==> src/rtl/mem_wb_stage.sv <==
// MEM/WB pipeline register with register-file write port, WB->ID bypass
// and a retired-instruction counter.
module mem_wb_stage #(
    parameter int DW = 32,
    parameter int AW = 5,
    parameter int CW = 16
) (
    input  logic          clk,
    input  logic          rst_n,
    input  logic          mem_valid,
    input  logic          mem_regwrite,
    input  logic          mem_memtoreg,
    input  logic [AW-1:0] mem_rd,
    input  logic [DW-1:0] mem_alu_result,
    input  logic [DW-1:0] mem_rdata,
    input  logic          stall,
    input  logic          flush,
    input  logic [AW-1:0] id_rs,
    input  logic [AW-1:0] id_rt,
    input  logic [DW-1:0] rf_rdata1,
    input  logic [DW-1:0] rf_rdata2,
    output logic [AW-1:0] write_reg,
    output logic [DW-1:0] write_data,
    output logic          regwrite,
    output logic [DW-1:0] id_rs_data,
    output logic [DW-1:0] id_rt_data,
    output logic          wb_valid,
    output logic [CW-1:0] retire_cnt
);

    logic          r_wb_valid;
    logic          r_wb_regwrite;
    logic [AW-1:0] r_wb_rd;
    logic [DW-1:0] r_wb_data;
    logic [CW-1:0] r_retire_cnt;

    logic [DW-1:0] w_mem_data;
    logic          w_regwrite;
    logic          w_leave;

    assign w_mem_data = mem_memtoreg ? mem_rdata : mem_alu_result;
    // The WB instruction leaves the stage when it is replaced or bubbled.
    assign w_leave    = r_wb_valid & (~stall | flush);

    always_ff @(posedge clk or negedge rst_n) begin
        if (!rst_n) begin
            r_wb_valid    <= 1'b0;
            r_wb_regwrite <= 1'b0;
            r_wb_rd       <= '0;
            r_wb_data     <= '0;
        end else if (flush) begin
            r_wb_valid    <= 1'b0;
            r_wb_regwrite <= 1'b0;
        end else if (!stall) begin
            r_wb_valid    <= mem_valid;
            r_wb_regwrite <= mem_regwrite;
            r_wb_rd       <= mem_rd;
            r_wb_data     <= w_mem_data;
        end
    end

    always_ff @(posedge clk or negedge rst_n) begin
        if (!rst_n) begin
            r_retire_cnt <= '0;
        end else if (w_leave) begin
            r_retire_cnt <= r_retire_cnt + 1'b1;
        end
    end

    assign w_regwrite = r_wb_valid & r_wb_regwrite & (r_wb_rd != '0);

    assign regwrite   = w_regwrite;
    assign write_reg  = r_wb_rd;
    assign write_data = r_wb_data;
    assign wb_valid   = r_wb_valid;
    assign retire_cnt = r_retire_cnt;

    // w_regwrite already excludes r0, so index 0 always reads the raw file.
    assign id_rs_data = (w_regwrite && (id_rs == r_wb_rd)) ? r_wb_data : rf_rdata1;
    assign id_rt_data = (w_regwrite && (id_rt == r_wb_rd)) ? r_wb_data : rf_rdata2;

endmodule
==> config.mk <==
export PLATFORM = sky130hd
export DESIGN_NAME = mem_wb_stage
export DESIGN_NICKNAME = d
export VERILOG_FILES = /design/src/rtl/mem_wb_stage.sv
export SDC_FILE = /design/constraint.sdc
export NUM_CORES = 1
export LEC_CHECK = 0
export BUFFER_PORTS_ARGS = -buffer_cell sky130_fd_sc_hd__buf_2
export CORE_AREA = 2 2 103 105
export DETAILED_ROUTE_END_ITERATION = 10
export DIE_AREA = 0 0 105 107
export GPL_ROUTABILITY_DRIVEN = 0
export HOLD_SLACK_MARGIN = 0.15
export PLACE_DENSITY = 0.76
export RECOVER_POWER = 25
export SLEW_MARGIN = 15
export SYNTH_ARGS = -nofsm -noshare
export SYNTH_HDL_FRONTEND = slang
export SYNTH_SLANG_ARGS = --single-unit
==> constraint.sdc <==
create_clock -name clk -period 4.5 [get_ports clk]
set_input_delay 0.45 -clock clk [delete_from_list [all_inputs] [get_ports clk]]
set_output_delay 0.45 -clock clk [all_outputs]
set_load 0.02 [all_outputs]
==> results.md, run 1 <==
- Syn-to-layout area delta: 44.9%
- Status: complete, but fails checks
- Fillers: 983
- FF+latch count, synth: 55
- Tightest Pin Transition: 2980 ps
- Leak pwr: 0.00259 µW
- Post-DP Area: 0.00482 mm²
- CP bufs+invs: 2
- IO Port Bufs: 268
- DRT Wirelength: 10700 µm
- Hold Vio Cnt, Final: 0
- Clock-pin slew on the worst setup and hold paths: 100 ps
- Worst setup path end: id_rt_data[20]
- YS warnings: 0
- Worst r2r dst: retire_cnt[15]
- Row count: 37
- Die ar.: 0.0112 mm²
- Crit path depth: 6
- Largest net degree at the start of global routing: 70
- Clk buf depth: 2
- Slew Viols, Final: 56
- Critical path endpoint category: output pin
- EDFF count, synth: 0
- Dpl hpwl: 8460 µm
- Hold Buf Count CTS: 0
- Initial DRC count: 163
- Worst slew margin: -0.987
- Mapped cell area: 0.00338 mm²
- Reg2Reg Setup Slack: 2920 ps
- DRC viols: 0
- Die Wd: 105 µm
- Synth Area per Inst: 11.0 µm²
- Root buffer cell: clkbuf_8
- Final worst slack: 1320 ps
- Critical path's top delay family: simple AND/OR/NAND/NOR gates
- Via count: 3291
- Clk_lat worst skew: 300 ps
- Post-synth cell types: 27
- Crit share post-route: 0.708
- Htree depth: 2
- RSZ-0062 raised after global routing: false
- Commonest non-fill, non-tap cell in the layout: buf_2
- Worst r2r path cells: 4
- Final setup viols: 0
- Critical Path AT: 2730 ps
- CTS tree: built
- Fin crit period: 3180 ps
- Starting Density: 0.335
- R2R Path Start: retire_cnt[4]
- Post-CTS resize count: 0
- CP startpoint kind: flop
- Hold Path Class: primary input to flop
- Router iterations before antenna repair: 4
- Total gr overflow: 0
- Peak per-stage delay on the critical path: 920 ps
- Synth top area cells: dfrtp_1 41%, mux2_2 22%, mux2i_1 10%, o21ai_0 4.7%, nand2_1 4.3%
- Synth Instances: 308
- Proportion of netlist area held by the largest area contributor: 0.407
- Total negative slack: 0 ps
- CTS sink cnt: 55
- Setup repair bufs after CTS: 0
- Syn nets: 459
- Req. time, crit path: 4050 ps
- CTS Buf Count: 5
- Wire length per cell: 15.2 µm
- Max Freq: 314 MHz
- Initial antenna violation count: 0
- Prevailing post-synth register cell: dfrtp_1
- Vias in the first global route: 3197
- Worst hold margin: 331 ps
- Post-Place Setup Slack: 1540 ps
- First-pass GRT wire length: 16000 µm
- Die Y: 107 µm
- WS Path Type: flop to output pin
- GRT Total Usage: 0.177
- Final #Nets: 719
- Fraction of layout cells with a size suffix above 1: 0.613
- Cell Chain, Critical Path: or4_1, nor2_4, nor4_4, buf_12, mux2_2, buf_2
- Sequential fraction of the synthesis area: 0.407
- Ys async rst share: 1.00
- Failing checks: max-capacitance violations, max-slew violations
- Max reg flops: 32
- Commonest cells after routing, fill and taps aside: 268 x buf_2, 67 x mux2_2, 55 x dfrtp_1, 39 x nand2_1, 34 x mux2i_1
- Worst Path Max Fanout: 22
- DRT antenna net count: 0
- Cell area power density: 283 mW/mm²
- Total of max-cap violations: 1
- Post-Layout Cell Count: 704
- # diodes: 0
- CP max-delay cell: nor4_4
- Worst Clk Skew: 4.20 ps
- Cell taking the most area after synthesis: dfrtp_1
- Placed Cells: 697
- Peak VDD IR: 175 µV
- Worst setup startpoint: write_reg[2]
- DR vias/cell: 4.67
- Fin area: 0.00490 mm²
- I/O Pins: 269
- Core area: 0.0101 mm²
[worst min-delay path by stage]
stage / startpoint / end / slack (ps) / depth (start not counted)
finish: flush / r_wb_regwrite / 330 / 2
global route: flush / wb_valid / 320 / 2
global placement: retire_cnt[15] / retire_cnt[15] / 450 / 1
CTS: rst_n / retire_cnt[3] / 300 / 2
detailed placement: retire_cnt[15] / retire_cnt[15] / 460 / 1
floorplan: rst_n / r_wb_regwrite / 150 / 0
[synthesized netlist by cell type, types with 3 or more instances]
library cell,count
clkbuf_1,10
mux2_1,3
nor3_1,4
nand2_1,39
buf_6,6
nand4_1,4
mux2i_1,34
xor2_1,10
dfrtp_1,55
xnor2_1,15
nand3_1,6
o21ai_0,32
mux2_2,67
nor2_1,5
[final cells by class]
cell class	instances	area (µm²)	share of cell area
multi-input cells	233	1890	0.385
inverters	2	7.51	0.00153
well taps	136	170	0.0347
clock inverters	1	5.00	0.00102
repair buffers	271	1370	0.280
flip-flops and latches	55	1380	0.281
clock buffers	6	82.6	0.0169
[report_power, final]
group	leakage [µW]	internal (µW)	switching, µW
clock network	0.0000470	121	157
logic	0.00185	198	263
registers	0.000687	562	86.9
[kinds of logic after synthesis]
logic type	after synthesis	synth area share
mux	104	0.334
fa+ha+maj	1	0.00370
buf+inv	20	0.0355
compound gates	32	0.0474
flops	55	0.407
xor+xnor	25	0.0647
simple gates	71	0.108
[stage by stage]
stage               total power, µW  utilization
global route                   1470        0.485
floorplan                       905            -
global placement               1110        0.477
detailed placement             1120        0.477
finish                         1390        0.485
CTS                            1410        0.486
[layer usage]
metal,GRT usage,part of all wire
met1,0.221,0.42
met3,0.0334,0.063
met2,0.314,0.51
met4,0.0448,0.012
met5,0,0
No activity file was read; power rests on OpenSTA's default activity.
==> run 2, diff against run 1 <==
--- a/config.mk
+++ b/config.mk
@@ -6,12 +6,12 @@
 export NUM_CORES = 1
 export LEC_CHECK = 0
 export BUFFER_PORTS_ARGS = -buffer_cell sky130_fd_sc_hd__buf_2
-export CORE_AREA = 2 2 103 105
+export CORE_AREA = 2 2 104 106
 export DETAILED_ROUTE_END_ITERATION = 10
-export DIE_AREA = 0 0 105 107
+export DIE_AREA = 0 0 106 108
 export GPL_ROUTABILITY_DRIVEN = 0
 export HOLD_SLACK_MARGIN = 0.15
-export PLACE_DENSITY = 0.76
+export PLACE_DENSITY = 0.75
 export RECOVER_POWER = 25
 export SLEW_MARGIN = 15
 export SYNTH_ARGS = -nofsm -noshare
==> constraint.sdc (replaced) <==
create_clock -name clk -period 3.3 [get_ports clk]
set_input_delay 0.33 -clock clk [delete_from_list [all_inputs] [get_ports clk]]
set_output_delay 0.33 -clock clk [all_outputs]
set_load 0.02 [all_outputs]
==> run 2 against run 1 <==
Compared with the run above: the flow now finishes without violations; clock skew shrank 0.96 ps; sequential share of layout area is essentially flat; critical path depth is the same; die area grew 1.9%; global-route usage grew 0.88 points; combinational power grew 37%; worst setup slack lost 780 ps; core utilization shrank 0.71 points; hold slack lost 100 ps; first-iteration DRC count shrank 8.6%; via count grew 1.6%; power grew 38%; critical path type unchanged; largest cell class unchanged; largest power group unchanged.
==> results.md, run 2 (same netlist as run 1, synthesis figures left out) <==
- Crit share post-route: 0.836
- DR vias/cell: 4.72 (+1.0%)
- Final setup viols: 0 (unchanged)
- Switch share: 0.365 (about the same)
- Hold Path Class: primary input to flop
- Via count: 3343 (+1.6%)
- Critical Path AT: 2430 ps (-300 ps)
- Total gr overflow: 0 (unchanged)
- Fraction of layout cells with a size suffix above 1: 0.566 (-0.0462)
- Tightest Pin Transition: 1380 ps (-1600 ps)
- Root buffer cell: clkbuf_8
- Router iterations before antenna repair: 4 (unchanged)
- Die ar.: 0.0114 mm² (+1.9%)
- Worst Path Max Fanout: 20 (-9.1%)
- CTS tree: built
- Clk_lat worst skew: 300 ps (about the same)
- Slew Viols, Final: 0 (-100%)
- CP startpoint kind: flop
- Max reg flops: 32 (unchanged)
- RSZ-0062 raised after global routing: false
- Die Y: 108 µm (+0.93%)
- Initial DRC count: 149 (-8.6%)
- Commonest non-fill, non-tap cell in the layout: buf_2
- Worst Clk Skew: 3.24 ps (-0.961 ps)
- IO Port Bufs: 268 (unchanged)
- Worst slew margin: 0.0799 (+1.07)
- CTS sink cnt: 55 (unchanged)
- First-pass GRT wire length: 17100 µm (+6.4%)
- Clock-pin slew on the worst setup and hold paths: 90 ps (about the same)
- Commonest cells after routing, fill and taps aside: 241 x buf_2, 67 x mux2_2, 55 x dfrtp_1, 39 x nand2_1, 34 x mux2i_1
- Critical path endpoint category: output pin
- Row count: 37 (unchanged)
- I/O Pins: 269 (unchanged)
- Post-Route Utilization: 0.478 (-0.00708)
- Internal power: 1220 µW (+38%)
- Htree depth: 2 (unchanged)
- Initial antenna violation count: 0 (unchanged)
- Vias in the first global route: 3329 (+4.1%)
- Clock share of power: 0.210 (+0.010)
- Fillers: 964 (-1.9%)
- Max Freq: 362 MHz
- Status: finished clean
- Logic pwr share: 0.330 (-0.002)
- Multi-input logic area: 0.00189 mm² (unchanged)
- Cell area power density: 393 mW/mm² (+39%)
- Syn-to-layout area delta: 44.7%
- Die Wd: 106 µm (+0.95%)
- P_sw: 702 µW (+38%)
- Sequential group share of total power: 0.460 (-0.007)
- Core area: 0.0102 mm² (+1.4%)
- DRT antenna net count: 0 (unchanged)
- WS Path Type: flop to output pin
- DRC viols: 0 (unchanged)
- Hold Vio Cnt, Final: 0 (unchanged)
- Dpl hpwl: 9160 µm (+8.3%)
- GRT Total Usage: 0.185 (+0.00878)
- Final #Nets: 722 (+0.42%)
- Total area of sequential cells: 0.00138 mm² (unchanged)
- CTS Buf Count: 5 (unchanged)
- Total of max-cap violations: 0 (-1)
- # diodes: 0 (unchanged)
- Wire length per cell: 15.9 µm (+4.5%)
- DRT Wirelength: 11300 µm (+5.1%)
- Starting Density: 0.331 (-0.00455)
- Peak VDD IR: 200 µV (+14%)
- Total negative slack: 0 ps (unchanged)
- Req. time, crit path: 2970 ps (-1080 ps)
- Largest net degree at the start of global routing: 70 (unchanged)
- Leak pwr: 0.00251 µW (-2.8%)
- Post-CTS resize count: 0 (unchanged)
- Clk buf depth: 2 (unchanged)
- Fin crit period: 2760 ps
[run 2: repair_timing]
action / CTS / global route
buffers inserted: 0 / 0
endpoints found under the hold margin: 24 / 0
hold buffers: 1 / 0
[run 2: final cells by class]
class                           count  area share
Clock buffer                        8      0.0204
Timing Repair Buffer              274       0.277
Sequential cell                    55       0.281
Inverter                            2     0.00153
Tap cell                          136      0.0348
Multi-Input combinational cell    233       0.385
[run 2: per-layer routing]
metal / GRT usage / part of all wire / vias up
li1: - / - / 1609
met4: 0.0432 / 0.013 / 0
met2: 0.339 / 0.52 / 147
met1: 0.227 / 0.41 / 1577
met5: 0 / 0 / -
met3: 0.0332 / 0.063 / 10
[run 2: worst max-delay path, cell delays in order, from the launching register on]
cell	delay, ps
dfrtp_1	470
nand2_1	180
nor4_1	310
nor4b_4	270
buf_4	330
mux2_2	380
buf_2	160
[run 2: power groups by stage]
stage | sequential, µW | clock, µW | combinational [µW]
2_1_floorplan | 982 | 0 | 253
3_3_place_gp | 886 | 0 | 629
3_5_place_dp | 892 | 0 | 646
4_1_cts | 880 | 422 | 649
5_1_grt | 900 | 453 | 685
6_report | 884 | 404 | 633
[run 2: path summary, 6_finish.rpt]
kind | start | end | slack (ps) | cells after the start
setup / recovery | wb_valid | id_rs_data[26] | 540 | 6
hold reg to reg | retire_cnt[15] | retire_cnt[15] | 490 | 1
hold / removal | flush | r_wb_regwrite | 230 | 2
min in group asynchronous | rst_n | retire_cnt[1] | 870 | 2
setup reg to reg | retire_cnt[4] | retire_cnt[15] | 1740 | 4
max in group asynchronous | rst_n | write_data[24] | 1330 | 3
[run 2: metrics by stage]
stage | hold WS [ps] | std cells | total power, µW | area [µm²] | worst slack [ps]
after detailed placement | 360 | 699 | 1540 | 4820 | 844
after global routing | 222 | 708 | 2040 | 4890 | 410
after global placement | 350 | 699 | 1510 | 4820 | 951
final | 227 | 708 | 1920 | 4890 | 540
after CTS | 216 | 708 | 1950 | 4930 | 495
after floorplan | 34.4 | 308 | 1230 | 3380 | 1030
